===== src/rtl/dm_arbiter.sv =====
// Two-port round-robin arbiter and access sequencer for the byte-enabled data memory.
// Each access runs IDLE -> ACCESS -> RESP: grant, a single DM cycle, then the response.
//
// state  | meaning
// IDLE   | wait for a request, pick a winner, latch it, pulse gnt
// ACCESS | drive the one DM cycle (suppressed on error), capture Dout for loads
// RESP   | pulse done/err for the latched port, present rdata
module dm_arbiter #(
  parameter int DM_BYTES = 8192,
  parameter int ADDR_W   = 32
) (
  input  logic              Clk,
  input  logic              Reset,
  input  logic              req0,
  input  logic              req1,
  input  logic              we0,
  input  logic              we1,
  input  logic [ADDR_W-1:0] addr0,
  input  logic [ADDR_W-1:0] addr1,
  input  logic [1:0]        size0,
  input  logic [1:0]        size1,
  input  logic              sext0,
  input  logic              sext1,
  input  logic [31:0]       wdata0,
  input  logic [31:0]       wdata1,
  output logic              gnt0,
  output logic              gnt1,
  output logic              done0,
  output logic              done1,
  output logic              err0,
  output logic              err1,
  output logic [31:0]       rdata,
  output logic              MemWrite,
  output logic              MemRead,
  output logic [31:0]       Addr,
  output logic [3:0]        BE,
  output logic [31:0]       Din,
  input  logic [31:0]       Dout
);

  typedef enum logic [1:0] {S_IDLE, S_ACCESS, S_RESP} state_t;

  state_t              state_q, state_d;
  logic                last_q;
  logic                port_q, we_q, sext_q, err_q;
  logic [ADDR_W-1:0]   addr_q;
  logic [1:0]          size_q;
  logic [31:0]         wdata_q, rd_q;

  logic                any_req, sel;
  logic                sel_we, sel_sext, sel_err;
  logic [ADDR_W-1:0]   sel_addr;
  logic [1:0]          sel_size;
  logic [31:0]         sel_wdata;
  logic [31:0]         addr32, rd_shift;

  // On a tie the port not granted last wins.
  assign any_req   = req0 | req1;
  assign sel       = (req0 & req1) ? ~last_q : req1;
  assign sel_we    = sel ? we1    : we0;
  assign sel_addr  = sel ? addr1  : addr0;
  assign sel_size  = sel ? size1  : size0;
  assign sel_sext  = sel ? sext1  : sext0;
  assign sel_wdata = sel ? wdata1 : wdata0;
  assign sel_err   = (sel_size == 2'd3)
                   | ((sel_size == 2'd1) & sel_addr[0])
                   | ((sel_size == 2'd2) & (sel_addr[1:0] != 2'b00))
                   | (sel_addr >= ADDR_W'(DM_BYTES));

  assign addr32   = 32'(addr_q);
  assign rd_shift = rd_q >> {addr_q[1:0], 3'b000};

  always_ff @(posedge Clk) begin
    if (Reset) begin
      state_q <= S_IDLE;
      last_q  <= 1'b1;
      port_q  <= 1'b0;
      we_q    <= 1'b0;
      sext_q  <= 1'b0;
      err_q   <= 1'b0;
      addr_q  <= '0;
      size_q  <= 2'd0;
      wdata_q <= 32'd0;
      rd_q    <= 32'd0;
    end else begin
      state_q <= state_d;
      if (state_q == S_IDLE && any_req) begin
        last_q  <= sel;
        port_q  <= sel;
        we_q    <= sel_we;
        sext_q  <= sel_sext;
        err_q   <= sel_err;
        addr_q  <= sel_addr;
        size_q  <= sel_size;
        wdata_q <= sel_wdata;
      end
      if (state_q == S_ACCESS && !we_q && !err_q) begin
        rd_q <= Dout;
      end
    end
  end

  // Outputs are forced low while Reset is high so a reset during ACCESS never writes the DM.
  always_comb begin
    state_d  = state_q;
    gnt0     = 1'b0;
    gnt1     = 1'b0;
    done0    = 1'b0;
    done1    = 1'b0;
    err0     = 1'b0;
    err1     = 1'b0;
    rdata    = 32'd0;
    MemWrite = 1'b0;
    MemRead  = 1'b0;
    Addr     = 32'd0;
    BE       = 4'b0000;
    Din      = 32'd0;
    if (!Reset) begin
      case (state_q)
        S_IDLE: begin
          if (any_req) begin
            gnt0    = ~sel;
            gnt1    = sel;
            state_d = S_ACCESS;
          end
        end
        S_ACCESS: begin
          if (!err_q) begin
            MemWrite = we_q;
            MemRead  = ~we_q;
            Addr     = {addr32[31:2], 2'b00};
            case (size_q)
              2'd0: begin
                BE  = 4'b0001 << addr_q[1:0];
                Din = {4{wdata_q[7:0]}};
              end
              2'd1: begin
                BE  = addr_q[1] ? 4'b1100 : 4'b0011;
                Din = {2{wdata_q[15:0]}};
              end
              default: begin
                BE  = 4'b1111;
                Din = wdata_q;
              end
            endcase
          end
          state_d = S_RESP;
        end
        S_RESP: begin
          done0 = ~port_q;
          done1 = port_q;
          err0  = ~port_q & err_q;
          err1  = port_q & err_q;
          if (!we_q && !err_q) begin
            case (size_q)
              2'd0:    rdata = {{24{sext_q & rd_shift[7]}}, rd_shift[7:0]};
              2'd1:    rdata = {{16{sext_q & rd_shift[15]}}, rd_shift[15:0]};
              default: rdata = rd_q;
            endcase
          end
          state_d = S_IDLE;
        end
        default: state_d = S_IDLE;
      endcase
    end
  end

endmodule


===== config.mk =====
export PLATFORM = sky130hd
export DESIGN_NAME = dm_arbiter
export DESIGN_NICKNAME = d
export VERILOG_FILES = /design/src/rtl/dm_arbiter.sv
export SDC_FILE = /design/constraint.sdc
export NUM_CORES = 1
export LEC_CHECK = 0
export BUFFER_PORTS_ARGS = -buffer_cell sky130_fd_sc_hd__buf_2
export CAP_MARGIN = 20
export CORE_ASPECT_RATIO = 2
export CORE_MARGIN = 2
export CORE_UTILIZATION = 52
export CTS_BUF_LIST = sky130_fd_sc_hd__clkbuf_8
export CTS_CLUSTER_DIAMETER = 100
export DETAILED_ROUTE_END_ITERATION = 8
export PLACE_DENSITY = 0.85
export SYNTH_ARGS = -nofsm -noshare
export SYNTH_HDL_FRONTEND = slang
export SYNTH_SLANG_ARGS = --single-unit

===== constraint.sdc =====
create_clock -name Clk -period 3.1 [get_ports Clk]
set_clock_uncertainty 0.15 [all_clocks]
set_input_delay 0.155 -clock Clk [delete_from_list [all_inputs] [get_ports Clk]]
set_output_delay 0.155 -clock Clk [all_outputs]
set_load 0.02 [all_outputs]

==> flow_summary.toml, run 1 <==
[timing]
rsz0062_at_grt = "false"
worst_pin_slew_ns = 0.928
period_share = 0.889
drv_slew = 0
max_freq_ghz = 0.363
holdWs_ns = 0.00664
setup_viol = 0
fin_tns_setup_ns = 0
finalHoldViolations = 0
maxSlewHeadroom = 0.376
period_needed_ns = 2.76

[route]
drt_pass1_iterations = 6
drtIter0Drc = 731
ant_nets = 0
route.detailed.drc = 0
vias_per_cell = 6.05
wl_um = 24800
wl_per_cell_um = 20.1
vias = 7448

[setup_path]
critPathArrivalTime_ns = 2.45
cp_max_fo = 18
critical_path_class = "flip-flop to output pin"
required_ns = 2.79
start_kind = "flip-flop"
end_kind = "output pin"

[clock_tree]
cts_resized = 0
htreeDepth = 3
cts_buffer_depth = 2
cts.sinks = 105
numCtsBuffers = 9
clk_transition_reported_paths_ns = 0.10
clk-insertion-delay-late_ns = 0.37
root_buffer = "clkbuf_8"
cts_tree = "done"

[floorplanning]
dieArea_um2 = 11900
fp.dieW_um = 78.0
die_h_um = 152
num_rows = 54
coreArea_um2 = 10800
num_io_pins = 280
initial_utilization = 0.527

[layout]
fillCellCount = 681
syn2layout_area_growth_pct = 54.0
multi_input_area_um2 = 3340
regArea_um2 = 2100
post_layout_nonfiller_instances = 1231
drive_above_1_share = 0.300
layout_commonest_cell = "buf_2"
layout_common_cells = "buf_2, dlygate4sd3_1, nor2_1, dfxtp_1, nand2_1"
fin_nets = 1257

[global_routing]
met3_usage = 0.0891
gr-usage-met2 = 0.700
grt_pass1_vias = 7514
grt_overflow = 0
grtUsageTotal = 0.405
grt_pass1_wl_um = 38000
grt_max_degree = 70
globalRouteMet1Util = 0.414
top_usage_layer = "met2"
antenna_found_initial = 2

[pwr]
max-vdd-ir-drop_uv = 363
p_leak_nw = 4.05
power_density_nw_per_um2 = 403

[place]
place_congestion = 0.946
dp.cells = 1077
port_buffers = 277
dp_hpwl_um = 14200

[logic_synthesis]
ys.flop_type = "dfxtp_1"
seq_area_frac_synth = 0.369
synth_top_family_by_area = "compound AO/OA/AOI/OAI gates"
synth-edff-count = 0
yosysWarnings = 0
synth_cells = 709
synthMuxAreaShare = 0.118
yosys.area_share.simple = 0.222
synth_cell_type_count = 46
syn_area_um2 = 5690
synth-compound-area-share = 0.238
synth.avg_cell_area_um2 = 8.03
synth-xor-area-share = 0
synth_seq_cells = 105
async_flop_share = 0
synthAdderAreaFrac = 0

[job]
cap_violations = 0

[outcome]
outcome = "finished, final reports clean"

[worst_hold_path]
hold_class = "input port to flip-flop"
cells by family after synthesis:
family / Yosys count
buf+inv: 68
mux: 65
compound gates: 191
simple gates: 279
other cells: 1
flops: 105
through the flow:
stage / total power, W / setup slack [ns] / util / cell area [µm²]
4_1_cts: 0.00345 / 0.0411 / 0.805 / 8710
2_1_floorplan: 0.00210 / 1.11 / - / 5700
3_5_place_dp: 0.00240 / 0.456 / 0.663 / 7170
5_1_grt: 0.00365 / 0.209 / 0.811 / 8770
3_3_place_gp: 0.00239 / 0.578 / 0.663 / 7170
6_report: 0.00353 / 0.343 / 0.811 / 8770
worst paths after layout:
path                endpoint       from  depth (start not counted)  slack [ns]
setup / recovery   rdata[20]  addr32[0]                          6        0.34
hold / removal     addr32[4]   addr0[4]                          3       0.007
setup reg to reg  wdata_q[5]     last_q                          6        0.63
hold reg to reg      rd_q[1]    rd_q[1]                          2        0.31
per-layer routing:
metal / vias up / routed length [µm]
met1: 3381 / 8030
met4: 0 / 2100
met2: 604 / 12300
met5: - / 0
met3: 173 / 2380
li1: 3290 / -
power breakdown:
group | switching, W | internal [W] | total (W) | leakage, nW
Combinational | 0.000545 | 0.000509 | 0.00105 | 3.09
Clock | 0.000479 | 0.000391 | 0.000870 | 0.0981
Sequential | 0.000132 | 0.00147 | 0.00161 | 0.866
Total | 0.00116 | 0.00237 | 0.00353 | 4.05
cells in the mapped netlist, types with 2 or more instances:
library cell,count,area share
a211oi_1,40,0.053
a21o_1,16,0.021
a21oi_1,63,0.055
a222oi_1,28,0.049
a22o_1,7,0.011
a22oi_1,14,0.018
and2_1,41,0.045
and2b_1,4,0.0053
buf_1,2,0.0013
buf_2,12,0.011
buf_4,3,0.0040
buf_6,2,0.0040
clkbuf_1,47,0.031
dfxtp_1,105,0.37
inv_1,2,0.0013
mux2_2,7,0.014
mux2i_1,57,0.10
nand2_1,95,0.063
nand3_1,2,0.0018
nor2_1,105,0.069
nor2b_1,7,0.0077
nor3_1,5,0.0044
nor4_1,9,0.0099
o21a_1,3,0.0040
o21ai_0,9,0.0079
o21bai_1,2,0.0026
or3_1,3,0.0033
sequential cells by signal, indices dropped and copies added (netlist names):
signal	flops
addr32	32
err_q	1
last_q	1
port_q	1
rd_q	32
sext_q	1
size_q	2
state_q	2
wdata_q	32
we_q	1
worst max-delay path, stage by stage, from the launching register on:
cell	delay, ns
dfxtp_1	0.71
mux4_2	0.62
nor2_1	0.18
a2111oi_4	0.09
buf_12	0.18
a21o_1	0.16
buf_2	0.16
layout make-up:
type	count	share of cell area
antenna	2	0.000571
clock buffer	10	0.0157
clock inverter	5	0.00642
inverter	2	0.000856
multi-input combinational	537	0.381
sequential	105	0.240
tap	140	0.0200
timing repair buffer	430	0.336
timing repair:
item	4_1_cts	5_1_grt
buffers inserted	0	1
setup endpoints to repair	0	16
hold buffers	134	1
hold endpoints to repair	85	1
(Power assumes the default switching activity.)
==> run 2: changes to the inputs <==
--- a/config.mk
+++ b/config.mk
@@ -5,6 +5,7 @@
 export SDC_FILE = /design/constraint.sdc
 export NUM_CORES = 1
 export LEC_CHECK = 0
+export ABC_AREA = 1
 export BUFFER_PORTS_ARGS = -buffer_cell sky130_fd_sc_hd__buf_2
 export CAP_MARGIN = 20
 export CORE_ASPECT_RATIO = 2
@@ -13,7 +14,7 @@
 export CTS_BUF_LIST = sky130_fd_sc_hd__clkbuf_8
 export CTS_CLUSTER_DIAMETER = 100
 export DETAILED_ROUTE_END_ITERATION = 8
-export PLACE_DENSITY = 0.85
+export PLACE_DENSITY = 0.84
 export SYNTH_ARGS = -nofsm -noshare
 export SYNTH_HDL_FRONTEND = slang
 export SYNTH_SLANG_ARGS = --single-unit
==> flow_summary.toml, run 2 <==
[floorplanning]
num_io_pins = 280
dieArea_um2 = 12200
die_h_um = 154
fp.dieW_um = 79.1
num_rows = 54
initial_utilization = 0.536
coreArea_um2 = 10900

[timing]
max_freq_ghz = 0.347
maxSlewHeadroom = 0.324
holdWs_ns = 0.00533
rsz0062_at_grt = "false"
setup_viol = 0
period_share = 0.930
drv_slew = 0
finalHoldViolations = 0
period_needed_ns = 2.88
worst_pin_slew_ns = 1.01
worst_slack_ns = 0.218
fin_tns_setup_ns = 0

[route]
route.detailed.drc = 0
vias = 8042
drtIter0Drc = 777
wl_per_cell_um = 16.8
wl_um = 24300
drt_pass1_iterations = 5
ant_nets = 0
vias_per_cell = 5.54

[clock_tree]
clk-insertion-delay-late_ns = 0.36
cts_tree = "done"
clk_transition_reported_paths_ns = 0.11
cts.sinks = 105
numCtsBuffers = 9
cts_buffer_depth = 2
root_buffer = "clkbuf_8"
htreeDepth = 3

[setup_path]
r2r-start = "last_q"
cp_max_fo = 36
path_cells = "nand2_1, buf_4, nand2_1, buf_4, clkinvlp_4, nand2_1, a31oi_1, dlygate4sd3_1"
end_kind = "flip-flop"
critPathArrivalTime_ns = 2.99
critical_path_class = "flip-flop to flip-flop"
slowest_delay_ns = 0.60
crit_slowest_cell = "dlygate4sd3_1"
crit_top_cell = "nand2_1"
crit_path_start = "last_q"
required_ns = 3.21
start_kind = "flip-flop"

[logic_synthesis]
synth.avg_cell_area_um2 = 6.25
ys.flop_type = "dfxtp_1"
async_flop_share = 0
synth_cells = 940
ys_top_cells_by_count = "nand2_1, nor2_1, dfxtp_1, inv_1, o21ai_0"
synth_seq_cells = 105
synth-edff-count = 0
yosysTopAreaCell = "dfxtp_1"
synth_cell_type_count = 29
yosysTopAreaCellShare = 0.358
synth.most_common_cell = "nand2_1"
ys_top_cells_by_area = "dfxtp_1, nand2_1, nor2_1"
yosysWarnings = 0
syn_area_um2 = 5870
seq_area_frac_synth = 0.358

[global_routing]
grt_max_degree = 75
grtUsageTotal = 0.387
grt_pass1_wl_um = 37700
antenna_found_initial = 2
grt_overflow = 0
grt_pass1_vias = 7905

[pwr]
internal_power_w = 0.00223
netSwitchingPower_w = 0.00124
pwr-share-comb = 0.306
max-vdd-ir-drop_uv = 277
p_clk_frac = 0.235
p_leak_nw = 4.43
power_density_nw_per_um2 = 399
swShare = 0.358
seq_power_share = 0.459

[layout]
layout_common_cells = "buf_2, nand2_1, nor2_1, dlygate4sd3_1, dfxtp_1"
post-route-util = 0.796
fillCellCount = 812
syn2layout_area_growth_pct = 48.4
drive_above_1_share = 0.253
design_area_um2 = 8710
layout_commonest_cell = "buf_2"
fin_nets = 1475

[place]
dp_hpwl_um = 15300
port_buffers = 277
placed_cell_area_um2 = 7240
place_congestion = 0.956
post-place-ws_ns = 0.776

[job]
cap_violations = 0

[worst_hold_path]
hold_class = "input port to flip-flop"
min-delay-start = "addr0[18]"

[outcome]
outcome = "finished, final reports clean"
run 2: cell types whose count changed after synthesis, moves of 13 or more:
cell / previous run / this run
inv_1: 2 / 105
a222oi_1: 28 / 0
nand3b_1: 0 / 17
a31oi_1: 0 / 53
a21o_1: 16 / 0
o21ai_0: 9 / 95
nor2_1: 105 / 150
a211oi_1: 40 / 8
nand3_1: 2 / 15
mux2i_1: 57 / 0
a22oi_1: 14 / 0
and2_1: 41 / 0
o22ai_1: 1 / 21
nand2_1: 95 / 218
run 2: what timing repair did:
item,in CTS,in global routing
buffers inserted,0,0
hold buffers,127,0
gates resized for setup,0,1
endpoints found under the setup margin,0,15
endpoints found under the hold margin,82,0
run 2: worst paths after layout:
check                    end  slack (ns)  cells after the start
setup / recovery   addr32[3]        0.22                      8
hold reg to reg   state_q[1]        0.35                      1
hold / removal    addr32[18]       0.005                      5
setup reg to reg   addr32[3]        0.22                      8
run 2: stage by stage:
step | total power (W) | cells
finish | 0.00348 | 1451
global route | 0.00364 | 1450
CTS | 0.00342 | 1448
detailed placement | 0.00246 | 1305
global placement | 0.00244 | 1305
floorplan | 0.00216 | 941
run 2: layer usage:
metal	share of wire	track usage
met1	0.34	0.398
met2	0.49	0.663
met3	0.078	0.0700
met4	0.095	0.319
met5	0	0
run 2: final cells by class:
cell class | count | area, µm² | share of cell area
Timing Repair Buffer | 416 | 2760 | 0.317
Tap cell | 140 | 175 | 0.0201
Clock inverter | 7 | 63.8 | 0.00732
Antenna cell | 3 | 7.51 | 0.000861
Multi-Input combinational cell | 658 | 3050 | 0.350
Sequential cell | 105 | 2100 | 0.241
Clock buffer | 9 | 124 | 0.0142
Inverter | 113 | 428 | 0.0491
run 2: cell families (layout without fill, tap and decap cells):
logic type,count (synthesis),after routing,synth area share
AO/OA/AOI/OAI,233,233,0.219
AND/OR/NAND/NOR,423,423,0.298
other,1,5,0.000639
buffers and inverters,178,545,0.124
flip-flops,105,105,0.358
run 2: power groups by stage:
stage	Combinational [W]	Sequential [W]	Clock (W)
2_1_floorplan	0.000582	0.00158	0
3_3_place_gp	0.000832	0.00161	0
3_5_place_dp	0.000844	0.00162	0
4_1_cts	0.00101	0.00159	0.000824
5_1_grt	0.00116	0.00161	0.000873
6_report	0.00106	0.00159	0.000819
run 2: critical path, delay by kind of cell, from the launching register on:
| kind | cells | cell delay, ns |
|---|---|---|
| AOI/OAI and AO/OA | 1 | 0.12 |
| buffers and inverters | 4 | 1.62 |
| DFF | 1 | 0.35 |
| and+or+nand+nor | 3 | 0.53 |
==> run 3: changes to the inputs <==
--- a/config.mk
+++ b/config.mk
@@ -8,9 +8,11 @@
 export ABC_AREA = 1
 export BUFFER_PORTS_ARGS = -buffer_cell sky130_fd_sc_hd__buf_2
 export CAP_MARGIN = 20
+export CELL_PAD_IN_SITES_DETAIL_PLACEMENT = 1
+export CELL_PAD_IN_SITES_GLOBAL_PLACEMENT = 1
 export CORE_ASPECT_RATIO = 2
 export CORE_MARGIN = 2
-export CORE_UTILIZATION = 52
+export CORE_UTILIZATION = 34
 export CTS_BUF_LIST = sky130_fd_sc_hd__clkbuf_8
 export CTS_CLUSTER_DIAMETER = 100
 export DETAILED_ROUTE_END_ITERATION = 8
==> flow_summary.toml, run 3 (synthesized netlist as in run 2, its figures left out) <==
[timing]
maxSlewHeadroom = 0.320
max_freq_ghz = 0.352
setup_viol = 0
finalHoldViolations = 0
fin_tns_setup_ns = 0
worst_slack_ns = 0.259
rsz0062_at_grt = "false"
drv_slew = 0
worst_pin_slew_ns = 1.02
holdWs_ns = 0.0173
period_share = 0.916
period_needed_ns = 2.84

[outcome]
outcome = "finished, final reports clean"

[worst_hold_path]
hold_class = "input port to flip-flop"

[setup_path]
crit_top_cell = "nand2_1"
critPathArrivalTime_ns = 2.54
crit_slowest_cell = "clkinv_1"
end_kind = "output pin"
rrSetupSlack_ns = 0.33
path_cells = "buf_4, clkinv_1, nand2_1, nand2_1, a21oi_1, buf_2"
start_kind = "flip-flop"
cp_max_fo = 24
required_ns = 2.79
slowest_delay_ns = 0.61
critical_path_class = "flip-flop to output pin"

[layout]
fin_nets = 1487
design_area_um2 = 8930
drive_above_1_share = 0.252
fillCellCount = 2288
layout_commonest_cell = "buf_2"
post-route-util = 0.522
syn2layout_area_growth_pct = 52.2
layout_common_cells = "buf_2, nand2_1, nor2_1, dlygate4sd3_1"

[pwr]
power_density_nw_per_um2 = 405
p_leak_nw = 4.49
max-vdd-ir-drop_uv = 205

[global_routing]
grtUsageTotal = 0.308
grt_overflow = 0
antenna_found_initial = 1
grt_pass1_wl_um = 45600
grt_pass1_vias = 8687
grt_max_degree = 75

[job]
cap_violations = 0

[clock_tree]
cts_tree = "done"
clk-insertion-delay-late_ns = 0.39
numCtsBuffers = 9
cts_buffer_depth = 2
cts.sinks = 105
root_buffer = "clkbuf_8"
clk_transition_reported_paths_ns = 0.12
htreeDepth = 3

[floorplanning]
num_rows = 68
dieArea_um2 = 18400
die_h_um = 190
num_io_pins = 280
initial_utilization = 0.343
coreArea_um2 = 17100
fp.dieW_um = 96.9

[place]
port_buffers = 277
placed_cell_area_um2 = 7330
place_congestion = 0.881
post-place-ws_ns = 0.557
dp_hpwl_um = 17400

[route]
wl_per_cell_um = 19.0
vias_per_cell = 5.25
vias = 8043
route.detailed.drc = 0
wl_um = 29100
drt_pass1_iterations = 5
drtIter0Drc = 319
ant_nets = 0
run 3: cell count changes in the layout (fill, tap and decap cells not counted):
cell and change:
clkinv_2 -1, nand2_1 -1, inv_1 +1, inv_2 +1
inv_8 +1, bufinv_16 +1, inv_6 -1, diode_2 -2
clkinv_1 -1, clkinv_8 -1, nand2_2 +1, dlygate4sd3_1 +12
run 3: area by class of cell:
cell class              count  area [µm²]  share of cell area
well taps                 210         263              0.0294
inverters                 113         428              0.0479
clock inverters             7        78.8             0.00882
clock buffers               9         124              0.0139
diodes                      1        2.50            0.000280
multi-input cells         658        3060               0.342
flip-flops and latches    105        2100               0.235
repair buffers            428        2880               0.322
run 3: report_power, final:
group | switching (W) | internal [W]
Sequential | 0.000106 | 0.00149
Combinational | 0.000664 | 0.000446
Clock | 0.000529 | 0.000383
Total | 0.00130 | 0.00232
run 3: stage by stage:
step	std cells	total power [W]
CTS	1530	0.00357
global placement	1375	0.00246
floorplan	941	0.00216
finish	1531	0.00362
global route	1531	0.00382
detailed placement	1375	0.00249
run 3: per-layer routing:
layer / wire (µm) / vias to the layer above / global-route usage
li1: - / 3765 / -
met5: 0 / - / 0
met4: 1290 / 0 / 0.133
met2: 14800 / 390 / 0.557
met3: 1680 / 85 / 0.0540
met1: 11300 / 3803 / 0.353
run 3: final timing paths:
path	startpoint	end	depth (start not counted)
min	addr0[22]	addr32[22]	5
max	size_q[1]	rdata[1]	6
min reg2reg	last_q	last_q	2
max reg2reg	last_q	addr32[3]	7
run 3: worst max-delay path, delay by kind of cell, from the launching register on:
kind / cells / cell delay (ns)
buffers and inverters: 3 / 1.02
AO/OA/AOI/OAI: 1 / 0.22
flip-flops: 1 / 0.33
AND/OR/NAND/NOR: 2 / 0.58
run 3: repair_timing:
item / in CTS / in global routing
buffers inserted: 0 / 0
resized for setup: 0 / 2
endpoints found under the setup margin: 0 / 17
hold endpoints to repair: 95 / 0
hold buffers: 139 / 0
